## config.mk

```make
export PLATFORM = sky130hd
export DESIGN_NAME = pipe_skid_stage
export DESIGN_NICKNAME = d
export VERILOG_FILES = /design/src/rtl/pipe_skid_stage_pkg.sv /design/src/rtl/pipe_skid_stage_sat_counter.sv /design/src/rtl/pipe_skid_stage.sv
export SDC_FILE = /design/constraint.sdc
export NUM_CORES = 1
export LEC_CHECK = 0
export ABC_CLOCK_PERIOD_IN_PS = 1950
export CELL_PAD_IN_SITES_DETAIL_PLACEMENT = 1
export CELL_PAD_IN_SITES_GLOBAL_PLACEMENT = 1
export CORE_MARGIN = 2
export CORE_UTILIZATION = 37
export CTS_CLUSTER_SIZE = 14
export DETAILED_ROUTE_END_ITERATION = 7
export PLACE_DENSITY = 0.77
export SLEW_MARGIN = 20
export SYNTH_ARGS = -nofsm -noshare
export SYNTH_HDL_FRONTEND = slang
export SYNTH_SLANG_ARGS = --single-unit
```

## constraint.sdc

```tcl
create_clock -name clk -period 1.95 [get_ports clk]
set_input_delay 0.2925 -clock clk [delete_from_list [all_inputs] [get_ports clk]]
set_output_delay 0.2925 -clock clk [all_outputs]
set_load 0.03 [all_outputs]
```

## src/rtl/pipe_skid_stage_pkg.sv

```systemverilog
// Shared pipeline definitions: skid stage state encoding and counter width.
package pipe_skid_stage_pkg;

    typedef enum logic [1:0] {
        ST_EMPTY = 2'd0,
        ST_FULL1 = 2'd1,
        ST_FULL2 = 2'd2
    } skid_state_t;

    localparam int BUBBLE_CNT_W = 16;

    // The state encoding doubles as the number of held beats.
    function automatic logic [1:0] state_occupancy(input skid_state_t s);
        return 2'(s);
    endfunction

endpackage

```

## src/rtl/pipe_skid_stage_sat_counter.sv

```systemverilog
// Saturating up-counter with synchronous active-low reset and a synchronous clear.
module pipe_sat_counter #(
    parameter int WIDTH = 16
) (
    input  logic             clk,
    input  logic             rst_n,
    input  logic             clear,
    input  logic             inc,
    output logic [WIDTH-1:0] count
);

    // Count up on inc, stopping at all-ones rather than wrapping.
    always_ff @(posedge clk) begin
        if (!rst_n || clear) begin
            count <= '0;
        end else if (inc && (count != {WIDTH{1'b1}})) begin
            count <= count + WIDTH'(1);
        end
    end

endmodule

```

## src/rtl/pipe_skid_stage.sv

```systemverilog
// Valid/ready pipeline stage: two-entry skid buffer (registered in_ready) or
// single-entry register (combinational in_ready), with flush and a bubble counter.
module pipe_skid_stage
    import pipe_skid_stage_pkg::*;
#(
    parameter int WIDTH = 32,
    parameter int SKID  = 1
) (
    input  logic                    clk,
    input  logic                    rst_n,
    input  logic                    in_valid,
    input  logic [WIDTH-1:0]        in_data,
    output logic                    in_ready,
    output logic                    out_valid,
    output logic [WIDTH-1:0]        out_data,
    input  logic                    out_ready,
    input  logic                    flush,
    output logic [1:0]              occupancy,
    output logic [BUBBLE_CNT_W-1:0] bubble_cnt
);

    logic bubble;

    assign bubble = out_ready && !out_valid;

    pipe_sat_counter #(
        .WIDTH(BUBBLE_CNT_W)
    ) u_bubble_cnt (
        .clk  (clk),
        .rst_n(rst_n),
        .clear(1'b0),
        .inc  (bubble),
        .count(bubble_cnt)
    );

    generate
        if (SKID != 0) begin : g_skid
            skid_state_t      state_q;
            skid_state_t      state_d;
            logic [WIDTH-1:0] main_q;
            logic [WIDTH-1:0] skid_q;
            logic             ready_q;
            logic             accept;
            logic             fire;

            assign accept = in_valid && ready_q && !flush;
            assign fire   = (state_q != ST_EMPTY) && out_ready;

            // Next state from accept/fire; flush always returns to EMPTY.
            always_comb begin
                state_d = state_q;
                case (state_q)
                    ST_EMPTY: if (accept) state_d = ST_FULL1;
                    ST_FULL1: begin
                        if (accept && !fire)      state_d = ST_FULL2;
                        else if (fire && !accept) state_d = ST_EMPTY;
                    end
                    ST_FULL2: if (fire) state_d = ST_FULL1;
                    default:  state_d = ST_EMPTY;
                endcase
                if (flush) state_d = ST_EMPTY;
            end

            // State register; in_ready is precomputed so it never depends on out_ready this cycle.
            always_ff @(posedge clk) begin
                if (!rst_n) begin
                    state_q <= ST_EMPTY;
                    ready_q <= 1'b0;
                end else begin
                    state_q <= state_d;
                    ready_q <= (state_d != ST_FULL2);
                end
            end

            // Payload registers: main feeds the output, skid catches a beat while main is stalled.
            always_ff @(posedge clk) begin
                if (!rst_n) begin
                    main_q <= '0;
                    skid_q <= '0;
                end else if (flush) begin
                    skid_q <= '0;
                end else begin
                    case (state_q)
                        ST_EMPTY: if (accept) main_q <= in_data;
                        ST_FULL1: begin
                            if (accept && fire)  main_q <= in_data;
                            else if (accept)     skid_q <= in_data;
                        end
                        ST_FULL2: begin
                            if (fire) begin
                                main_q <= skid_q;
                                skid_q <= '0;
                            end
                        end
                        default: ;
                    endcase
                end
            end

            assign in_ready  = ready_q;
            assign out_valid = (state_q != ST_EMPTY);
            assign out_data  = main_q;
            assign occupancy = state_occupancy(state_q);
        end else begin : g_single
            logic             valid_q;
            logic             en_q;
            logic [WIDTH-1:0] data_q;
            logic             accept;

            assign in_ready = en_q && (!valid_q || out_ready);
            assign accept   = in_valid && in_ready && !flush;

            // Single holding register; en_q keeps in_ready low while in reset.
            always_ff @(posedge clk) begin
                if (!rst_n) begin
                    valid_q <= 1'b0;
                    en_q    <= 1'b0;
                    data_q  <= '0;
                end else begin
                    en_q <= 1'b1;
                    if (flush) begin
                        valid_q <= 1'b0;
                    end else if (accept) begin
                        valid_q <= 1'b1;
                        data_q  <= in_data;
                    end else if (valid_q && out_ready) begin
                        valid_q <= 1'b0;
                    end
                end
            end

            assign out_valid = valid_q;
            assign out_data  = data_q;
            assign occupancy = {1'b0, valid_q};
        end
    endgenerate

endmodule
```

=== Word-level counts from Yosys, hierarchy flattened ===
Cells that the tools add are included.

* Bits in registers: 83
* Input bits: 37
* Output and inout bits: 52
* Logic and storage cells: 49

* Add/sub/neg operators: 1
* Equality and inequality tests: 9
* Mux-type cells: 13
* Bitwise logic cells: 2
* Reduce and logical (&&, ||, !) cells: 19

{| class="wikitable"
|+ Operators with widths
! kind !! count
|-
| 2-to-1 mux 32 bit || 5
|-
| case mux 32 bit (3 select lines) || 1
|-
| case mux 32 bit (2 select lines) || 1
|-
| adder 16 x 1 -> 16 bit, second input constant || 1
|-
| inequality test 16 bit, second input constant || 1
|-
| inequality test 2 bit, second input constant || 6
|-
| 2-to-1 mux 2 bit || 5
|-
| logical AND 1 bit || 8
|-
| case mux 2 bit (3 select lines) || 1
|-
| AND reduction 5 bit || 1
|-
| logical NOT 1 bit || 4
|-
| AND reduction 4 bit || 1
|-
| nonzero test 2 bit || 2
|-
| nonzero test 3 bit || 1
|-
| equality test 2 x 1 -> 1 bit, second input constant || 1
|-
| equality test 2 bit, second input constant || 1
|-
| logical NOT 2 bit || 1
|-
| inverter 1 bit || 2
|-
| OR reduction 2 bit || 1
|}

=== Longest topological paths before layout ===
Gate-level depths: netlist of the first run.

* Depth after elaboration: 9
* Mapped depth: 7
* Gate-level depth less buffers: 5

=== Hierarchy ===
Synthesis of the first run repeated with hierarchy kept, for this count alone.

* Cell total of the unflattened synthesis: 404
* Area, all modules: 3687.3 µm²

{| class="wikitable"
|+ Modules (own cells, without submodules)
! module !! times used !! cells an instance !! area each (µm²) !! sequential area each (µm²)
|-
| pipe_skid_stage || 1 || 310 || 2825.2 || 1341.3
|-
| pipe_sat_counter || 1 || 94 || 862.1 || 320.3
|}

=== Least setup slack after synthesis of the first run ===
Ideal clock, no wire load.

* Path type: reg-to-reg
* From: register u_bubble_cnt.count[0]
* To: register u_bubble_cnt.count[9]
* Setup time: 0.101 ns
* Arrival time: 1.672 ns
* Data required time: 1.849 ns
* Path slack: 0.177 ns
* Cell stages (with the launch flop): 7
* Path buffers: 1
* Clock period less this slack: 1.773 ns
* Cells stage by stage: dfxtp_1 ha_1 nand4_1 nor4_1 clkbuf_2 o311ai_0 o41ai_1

* Longest elaborated chain between the ends: 2
* Elaborated cells between the ends (all ways): 3
* Those cells by class: add/sub: 1; eq/ne: 1; reduce/logical: 1

{| class="wikitable"
|+ Ends and longest elaborated chain
! item !! line !! source
|-
| from (decl) || pipe_skid_stage_sat_counter.sv:9 || <nowiki>output logic [WIDTH-1:0] count</nowiki>
|-
| from (signal assigned) || pipe_skid_stage_sat_counter.sv:17 || <nowiki>count <= count + WIDTH'(1);</nowiki>
|-
| parallel branches: the longest is 2 deep, another holds adder 16 x 1 -> 16 bit || - ||
|}

Parallel ways; which one is timed is not known.
A chain may end at the register's enable or synchronous reset.

=== Final worst setup path of the first run ===
* From: input port out_ready
* To: register g_skid.skid_q[6]

* Longest elaborated chain between the ends: 4
* Elaborated cells between the ends (all ways): 5
* Those cells by class: eq/ne: 2; reduce/logical: 3

{| class="wikitable"
|+ Ends and longest elaborated chain
! item !! line !! source
|-
| from (decl) || pipe_skid_stage.sv:16 || <nowiki>input logic out_ready,</nowiki>
|-
| logical AND 1 bit (*) || pipe_skid_stage.sv:47 || <nowiki>assign fire = (state_q != ST_EMPTY) && out_ready;</nowiki>
|-
| logical AND 1 bit || pipe_skid_stage.sv:86 || <nowiki>if (accept && fire) main_q <= in_data;</nowiki>
|-
| inequality test 2 bit (no source line) || - ||
|-
| AND reduction 4 bit (no source line) (*) || - ||
|-
| to (signal assigned) || pipe_skid_stage.sv:87 || <nowiki>else if (accept) skid_q <= in_data;</nowiki>
|-
| to (decl) || pipe_skid_stage.sv:41 || <nowiki>logic [WIDTH-1:0] skid_q;</nowiki>
|}

Every way passes the cells marked *; elsewhere a longest branch is shown, timed or not.

==> summary.md, run 1 <==
| Metric | Value |
|---|---|
| Area grow syn2layout | 36.0% |
| GR Overflow Total | 0 |
| Largest stage delay on the critical path | 0.73 ns |
| Post-synth EDFFs | 0 |
| Grt met1 use | 24.7% |
| Seq/Total Area, Yosys | 45.4% |
| Final Slew Violations | 0 |
| Pleak | 0.00188 uW |
| Asr flop ratio synth | 0% |
| Outcome | complete, no violations |
| Pwr dens | 706 nW/um^2 |
| Data required, critical path | 2.24 ns |
| IO Count | 89 |
| Pin slew with the least headroom to its limit | 0.961 ns |
| Floorplan core area | 9680 sq um |
| Clock share of power | 38.9% |
| Max_slew headroom | 35.9% |
| Starting Density | 37.8% |
| Register share of total power | 49.7% |
| Switching part of the total | 25.4% |
| Clock tree buffer depth | 2 |
| Routed WL per cell | 17.8 microns |
| Critical Path AT | 2.18 ns |
| Slowest CP cell | a21oi_2 |
| Critical-path cell list | clkdlybuf4s50_1, and3b_1, a21oi_2, a22oi_1, nor2_1 |
| Post-DRT Antenna Nets | 0 |
| Logic pwr share | 11.3% |
| Tmin final | 1.89 ns |
| Final #Nets | 503 |
| GP Congestion | 0.763 |
| Final setup violation count | 0 |
| Die ar. | 10700 sq um |
| Post-DP HPWL | 7120 microns |
| Syn Area/Cell | 9.64 sq um |
| Pre-Repair DR Iteration Count | 4 |
| CTS tree | yes |
| Clock Skew | 0.0145 ns |
| Tcrit/Tclk final | 97.2% |
| Clock root buffer | clkbuf_8 |
| Row cnt | 36 |
| RSZ-0062 raised after global routing | no |
| Max cap viols | 0 |
| Detailed-route via count | 3343 |
| WL final | 10800 microns |
| Starting DRT DRC Count | 74 |
| Worst-path clk slew | 0.08 ns |
| Distinct cells, synth | 46 |
| Grt peak-use layer | met2 |
| Mapped Area | 3660 sq um |
| Pin count of the biggest net entering global routing | 45 |
| Register bit count reported by yosys | 83 |
| Drt drc | 0 |
| Ys Warns | 0 |
| Final Hold Viols | 0 |
| Setup Fix Bufs, Post-CTS | 0 |
| Maximum vdd drop | 0.000399 V |
| Synthesized netlist net count | 418 |
| Routed vias/inst | 5.54 |
| GRT Total Usage | 20.0% |
| Grt met3 use | 4.70% |
| Cells after Synth | 380 |
| Cell count after placement | 586 |
| Pint | 2630 uW |
| Setup Crit Path Kind | primary input to flip-flop |
| Num CTS Buffers | 9 |
| # hold bufs at CTS | 0 |
| Synth Flop Type | dfxtp_1 |
| Fill count | 1079 |
| Setup TNS Final | 0 ns |
| F_max | 528 MHz |
| NetSw | 893 uW |
| First-pass GRT wire length | 16600 microns |
| Die Ht | 103 microns |
| Vias in the first global route | 3320 |
| Antenna cells | 0 |
| CP startpoint kind | primary input |
| Hold Crit Class | primary input to flip-flop |
| Die width | 103 microns |
| Crit. End Element | flip-flop |
| Non-filler cells, final | 603 |
| Clk sinks | 83 |
| Worst Path Max Fanout | 16 |
| Port buffer count | 88 |
| Share of layout cells above drive strength 1 | 11.1% |
| H-tree depth | 3 |
| Global routing usage on met2 | 35.5% |
| Initial antenna violation count | 0 |
| Clk Latency, worst-skew pair | 0.36 ns |
[timing repair]
item                       CTS  global route
gates cloned                 0             1
gates resized for setup      2             3
setup endpoints to repair    4            10
[final cells by class]
| class | count | area (sq um) | share of cell area [%] |
|---|---|---|---|
| clock buffer | 10 | 128 | 2.56 |
| sequential | 83 | 1660 | 33.4 |
| timing repair buffer | 109 | 1080 | 21.6 |
| clock inverter | 6 | 88.8 | 1.78 |
| inverter | 3 | 11.3 | 0.226 |
| tap | 133 | 166 | 3.34 |
| multi-input combinational | 259 | 1850 | 37.1 |
[flip-flops by register name, indices dropped and copies added (netlist names)]
register and count:
u_bubble_cnt.count 16, occupancy 2, out_data 32, g_skid.skid_q 32, in_ready 1
[cell usage after synthesis, drive strengths merged (4+ instances only)]
cell type,instances,area [sq um]
nand2,12,45.0
nor4,5,37.5
nor3,4,20.0
nand4,6,52.6
or3,4,25.0
nand3,6,30.0
o31ai,34,260
o21ai,6,30.0
a21oi,9,45.0
o211ai,32,240
buf,13,90.1
dfxtp,83,1660
a22oi,32,240
mux2i,35,350
a31oi,4,31.3
nor2,37,139
clkbuf,23,87.6
nand2b,5,31.3
[cell usage in the layout, fill, tap and decap left out, drive strengths merged, types with 3 or more instances in the layout]
| cell | netlist | final |
|---|---|---|
| inv | 3 | 4 |
| mux2i | 35 | 35 |
| and2 | 3 | 3 |
| clkbuf | 23 | 10 |
| or3 | 4 | 4 |
| nor3b | 3 | 3 |
| nand3 | 6 | 6 |
| nand2b | 5 | 5 |
| and4 | 3 | 3 |
| nor3 | 4 | 4 |
| o21ai | 6 | 6 |
| or2 | 3 | 3 |
| buf | 13 | 22 |
| a22oi | 32 | 32 |
| a31oi | 4 | 4 |
| nor4 | 5 | 5 |
| nand4 | 6 | 6 |
| a21oi | 9 | 10 |
| dfxtp | 83 | 83 |
| o211ai | 32 | 32 |
| nand2 | 12 | 12 |
| nor2 | 37 | 37 |
| o31ai | 34 | 34 |
| clkdlybuf4s50 | 0 | 85 |
[kinds of logic after synthesis]
| family | after synthesis | synth area share (%) |
|---|---|---|
| buffers and inverters | 39 | 5.16 |
| AOI/OAI and AO/OA | 124 | 24.7 |
| and+or+nand+nor | 98 | 14.8 |
| DFF | 83 | 45.4 |
| adders and majority gates | 1 | 0.342 |
| muxes | 35 | 9.57 |
[through the flow]
| step | hold slack (ns) | setup slack [ns] | cell area [sq um] | util [%] | power, uW |
|---|---|---|---|---|---|
| floorplan | 0.420 | 0.177 | 3660 | - | 1980 |
| global placement | 0.477 | -0.163 | 4740 | 49.0 | 2180 |
| detailed placement | 0.488 | -0.306 | 4740 | 49.0 | 2190 |
| CTS | 0.332 | 0.00246 | 4960 | 51.3 | 3540 |
| global route | 0.357 | 0.00328 | 4980 | 51.4 | 3650 |
| finish | 0.341 | 0.0553 | 4980 | 51.4 | 3520 |
[path summary, 6_finish.rpt]
path	from	endpoint	slack, ns	cells after the start
max	out_ready	g_skid.skid_q[6]	0.06	5
min	rst_n	u_bubble_cnt.count[7]	0.34	3
max reg2reg	occupancy[1]	g_skid.skid_q[6]	0.07	4
min reg2reg	out_data[3]	out_data[3]	0.50	2
[per-layer routing]
metal	share of wire [%]	vias up
li1	-	1608
met1	45	1660
met2	50	71
met3	3.8	4
met4	0.53	0
met5	0	-
[worst max-delay path, delay by kind of cell]
family,cells,cell delay [ns]
AOI/OAI and AO/OA,2,0.87
and+or+nand+nor,2,0.47
buffers and inverters,1,0.53
[power groups by stage]
| stage | clock network [uW] | logic (uW) | registers [uW] |
|---|---|---|---|
| 5_1_grt | 1470 | 426 | 1750 |
| 4_1_cts | 1390 | 400 | 1750 |
| 3_3_place_gp | 0 | 391 | 1790 |
| 2_1_floorplan | 0 | 139 | 1840 |
| 6_report | 1370 | 399 | 1750 |
| 3_5_place_dp | 0 | 399 | 1790 |
Power figures use the tool's default switching activity.
==> inputs of run 2 (changes only) <==
- ABC_CLOCK_PERIOD_IN_PS: 1950 -> 1930
- clock period: 1.95 -> 1.93 ns (I/O delays scaled with it)
==> run 2 against run 1 <==
Global-route usage is 0.062 points higher. Cell count is 0.17% higher. Via count is 0.87% higher. Largest cell class unchanged.
==> summary.md, run 2 (synthesized netlist as in run 1, its figures left out) <==
| Metric | Value |
|---|---|
| Outcome | complete, no violations |
| Drt drc | 0 |
| CTS tree | yes |
| Critical R2R Launch | u_bubble_cnt.count[6] |
| F_max | 540 MHz |
| Hold Crit Class | primary input to flip-flop |
| Min-Delay Path Depth | 3 |
| Critical-path cell list | clkdlybuf4s50_1 |
| Die ar. | 10700 sq um |
| Starting DRT DRC Count | 94 |
| Pin slew with the least headroom to its limit | 0.581 ns |
| Worst hold start | rst_n |
| Area of the multi-input gates | 1860 sq um |
| Die width | 103 microns |
| Clk Latency, worst-skew pair | 0.35 ns |
| Post-DRT Antenna Nets | 0 |
| Final setup violation count | 0 |
| Max_slew headroom | 61.2% |
| Worst-path clk slew | 0.08 ns |
| CP delay by family, top | buffers and inverters |
| Pwr dens | 734 nW/um^2 |
| Floorplan core area | 9680 sq um |
| Clock root buffer | clkbuf_8 |
| Num CTS Buffers | 9 |
| Clk sinks | 83 |
| Setup Crit Path Kind | flip-flop to primary output |
| Initial antenna violation count | 0 |
| H-tree depth | 3 |
| Largest stage delay on the critical path | 0.73 ns |
| Commonest non-fill, non-tap cell in the layout | clkdlybuf4s50_1 |
| Commonest cells after routing, fill and taps aside | clkdlybuf4s50_1 (85), dfxtp_1 (81), nor2_1 (37) |
| Storage element area | 1660 sq um |
| # hold bufs at CTS | 0 |
| CP startpoint kind | flip-flop |
| Tmin final | 1.85 ns |
| Post-DP HPWL | 7130 microns |
| Tcrit/Tclk final | 95.9% |
| Routed vias/inst | 5.58 |
| Clock tree buffer depth | 2 |
| Final Hold Viols | 0 |
| Pre-Repair DR Iteration Count | 4 |
| Setup WS pre-CTS | -0.327 ns |
| Vias in the first global route | 3317 |
| IO Count | 89 |
| Hold Path End | u_bubble_cnt.count[8] |
| Detailed-route via count | 3372 |
| First-pass GRT wire length | 16700 microns |
| Critical Path AT | 1.56 ns |
| RSZ-0062 raised after global routing | no |
| Row cnt | 36 |
| Pin count of the biggest net entering global routing | 33 |
| Pleak | 0.00190 uW |
| Starting Density | 37.8% |
| Port buffer count | 88 |
| Setup Fix Bufs, Post-CTS | 0 |
| Slowest CP cell | clkdlybuf4s50_1 |
| GR Overflow Total | 0 |
| Final Slew Violations | 0 |
| Fill count | 1088 |
| Cell count after placement | 588 |
| Routed WL per cell | 17.6 microns |
| Antenna cells | 0 |
| Worst r2r dst | u_bubble_cnt.count[14] |
| Setup ws final | 0.0792 ns |
| Register-to-Register Path Depth | 4 |
| Share of layout cells above drive strength 1 | 11.5% |
| Pwr Total | 3690 uW |
| GP Congestion | 0.764 |
| Final Util | 51.9% |
| Crit. End Element | primary output |
| Maximum vdd drop | 0.000324 V |
| R2r setup slk | 0.16 ns |
| Worst Path Max Fanout | 6 |
| WL final | 10600 microns |
| Setup TNS Final | 0 ns |
| GRT Total Usage | 20.0% |
| Max cap viols | 0 |
| Non-filler cells, final | 604 |
| Area grow syn2layout | 37.2% |
| Data required, critical path | 1.64 ns |
| Die Ht | 103 microns |
| Critical path buffers and inverters | 1 |
| Clock Skew | 0.0106 ns |
| Final #Nets | 505 |
-- run 2: final cells by class --
cell class,count,share of cell area (%)
multi-input cells,259,36.9
flip-flops and latches,83,33.1
repair buffers,111,21.6
well taps,133,3.31
clock buffers,11,2.81
clock inverters,4,1.97
inverters,3,0.224
-- run 2: timing repair --
action                     CTS  global route
setup endpoints to repair   19            33
resized for setup            3             4
gates cloned                 0             1
-- run 2: how the worst max path moves through the flow --
| stage | from | end | slack [ns] | cells past startpoint |
|---|---|---|---|---|
| floorplan | u_bubble_cnt.count[0] | u_bubble_cnt.count[9] | 0.16 | 6 |
| global placement | out_ready | g_skid.skid_q[19] | -0.18 | 5 |
| detailed placement | out_ready | g_skid.skid_q[0] | -0.33 | 5 |
| CTS | out_ready | g_skid.skid_q[0] | 0.03 | 5 |
| global route | u_bubble_cnt.count[6] | bubble_cnt[6] | 0.003 | 1 |
| finish | u_bubble_cnt.count[6] | bubble_cnt[6] | 0.08 | 1 |
-- run 2: metal layers --
metal | share of wire, % | track usage [%]
met2 | 52 | 35.2
met5 | 0 | 0
met1 | 44 | 24.8
met4 | 0.72 | 6.48
met3 | 3.3 | 3.49
-- run 2: where the power goes --
part           switching [uW]  internal, uW
registers                24.7          1740
clock network             623           892
logic                     224           182
total                     871          2820
-- run 2: metrics by stage --
| stage | hold WS (ns) | instance area, sq um |
|---|---|---|
| 6_report | 0.347 | 5030 |
| 2_1_floorplan | 0.417 | 3660 |
| 5_1_grt | 0.365 | 5030 |
| 3_5_place_dp | 0.485 | 4760 |
| 4_1_cts | 0.333 | 5000 |
| 3_3_place_gp | 0.476 | 4760 |
==> inputs of run 3 (changes only) <==
- ABC_CLOCK_PERIOD_IN_PS: 1930 -> 1800
- CORE_UTILIZATION: 37 -> 30
- PLACE_DENSITY: 0.77 -> 0.64
- clock period: 1.93 -> 1.8 ns (I/O delays scaled with it)
==> run 3 against run 2 <==
Combinational power up 9.9%. Clock skew down 0.0051 ns. Setup slack worse by 0.051 ns. Routed wire length up 7.3%. First-iteration DRC count up 71%. Sequential cell count unchanged. Critical path type unchanged.
==> summary.md, run 3 (synthesized netlist as in run 1, its figures left out) <==
| Metric | Value |
|---|---|
| Outcome | complete, no violations |
| Pwr dens | 830 nW/um^2 |
| Worst-path clk slew | 0.06 ns |
| Maximum vdd drop | 0.000409 V |
| Row cnt | 40 |
| Vias in the first global route | 3560 |
| Final setup violation count | 0 |
| Pleak | 0.00210 uW |
| Post-DP HPWL | 7410 microns |
| Final hold slack | 0.419 ns |
| Worst r2r dst | u_bubble_cnt.count[7] |
| Starting DRT DRC Count | 161 |
| Clock tree buffer depth | 2 |
| Data required, critical path | 1.53 ns |
| Grt met1 use | 22.5% |
| Final Hold Viols | 0 |
| Global routing usage on met2 | 30.4% |
| Critical Path AT | 1.50 ns |
| Grt peak-use layer | met2 |
| First-pass GRT wire length | 18600 microns |
| Crit. End Element | primary output |
| Pin count of the biggest net entering global routing | 36 |
| # hold bufs at CTS | 0 |
| RSZ-0062 raised after global routing | yes |
| Worst Path Max Fanout | 5 |
| GRT Total Usage | 18.0% |
| CTS tree | yes |
| GR Overflow Total | 0 |
| Post-DP Area | 4880 sq um |
| Tcrit/Tclk final | 98.4% |
| R2r setup slk | 0.08 ns |
| Pin slew with the least headroom to its limit | 0.573 ns |
| Final Slew Violations | 0 |
| GP Congestion | 0.823 |
| CP startpoint kind | flip-flop |
| Floorplan core area | 12000 sq um |
| Critical R2R Launch | occupancy[1] |
| Critical path buffers and inverters | 1 |
| Register-to-Register Path Depth | 5 |
| Final #Nets | 516 |
| Grt met3 use | 4.08% |
| Clock Skew | 0.00550 ns |
| Routed vias/inst | 5.45 |
| WL final | 11400 microns |
| Commonest cells after routing, fill and taps aside | dfxtp_1 (83), clkdlybuf4s50_1 (77), nor2_1 (37) |
| Commonest non-fill, non-tap cell in the layout | dfxtp_1 |
| Detailed-route via count | 3434 |
| H-tree depth | 3 |
| Share of layout cells above drive strength 1 | 13.5% |
| Routed WL per cell | 18.1 microns |
| Die Ht | 114 microns |
| Slowest CP cell | clkdlybuf4s50_1 |
| Drt drc | 0 |
| Area grow syn2layout | 43.6% |
| Num CTS Buffers | 9 |
| CP delay by family, top | buffers and inverters |
| Clk sinks | 83 |
| F_max | 565 MHz |
| Max cap viols | 0 |
| Die width | 114 microns |
| Starting Density | 30.6% |
| Pwr Total | 4370 uW |
| Pre-Repair DR Iteration Count | 4 |
| Setup Crit Path Kind | flip-flop to primary output |
| Hold Crit Class | primary input to flip-flop |
| Fin area | 5260 sq um |
| Hold Path End | in_ready |
| Antenna cells | 0 |
| Port buffer count | 88 |
| Fill count | 1309 |
| Clock root buffer | clkbuf_16 |
| Min-Delay Path Depth | 3 |
| CP Depth | 1 |
| Worst hold start | rst_n |
| Largest stage delay on the critical path | 0.72 ns |
| Tmin final | 1.77 ns |
| Clk Latency, worst-skew pair | 0.34 ns |
| Critical-path cell list | clkdlybuf4s50_1 |
| Setup TNS Final | 0 ns |
| Max_slew headroom | 61.7% |
| Die ar. | 13100 sq um |
| IO Count | 89 |
| Final Util | 44.0% |
| Post-DRT Antenna Nets | 0 |
| Initial antenna violation count | 0 |
==> run 3: tightest hold or removal path: stages <==
cell and delay [ns]:
buf_2 0.10, inv_2 0.19, nor2_1 0.16
==> run 3: cell type report <==
class | count | area (sq um) | area share (%)
well taps | 147 | 184 | 3.50
multi-input cells | 259 | 1860 | 35.4
repair buffers | 122 | 1210 | 23.0
inverters | 3 | 11.3 | 0.214
flip-flops and latches | 83 | 1660 | 31.6
clock inverters | 5 | 85.1 | 1.62
clock buffers | 11 | 243 | 4.61
==> run 3: how the worst max path moves through the flow <==
stage,start,to,slack [ns]
final,u_bubble_cnt.count[7],bubble_cnt[7],0.03
after detailed placement,out_ready,g_skid.skid_q[11],-0.49
after floorplan,u_bubble_cnt.count[0],u_bubble_cnt.count[9],0.03
after CTS,u_bubble_cnt.count[12],bubble_cnt[12],0.009
after global routing,occupancy[1],u_bubble_cnt.count[7],-0.04
after global placement,out_ready,g_skid.skid_q[30],-0.38
==> run 3: layer usage <==
metal	vias up	wire, microns
met3	13	441
met4	0	173
met1	1709	5280
li1	1654	-
met2	58	5520
met5	-	0
==> run 3: repair_timing <==
action / 4_1_cts / 5_1_grt
gates resized for setup: 7 / 7
setup endpoints to repair: 37 / 26
cloned: 1 / 0
buffers inserted: 0 / 1
pin swaps: 1 / 0
==> run 3: metrics by stage <==
| step | std cells | setup WS, ns |
|---|---|---|
| finish | 630 | 0.0285 |
| global route | 630 | -0.0415 |
| CTS | 629 | 0.00940 |
| detailed placement | 612 | -0.487 |
| global placement | 612 | -0.381 |
| floorplan | 380 | 0.0272 |
==> run 3: power by group <==
group          leakage [uW]  switching, uW  internal (uW)
Clock              0.000156            764           1260
Combinational       0.00127            245            201
Sequential         0.000671           25.4           1870
Total               0.00210           1030           3330
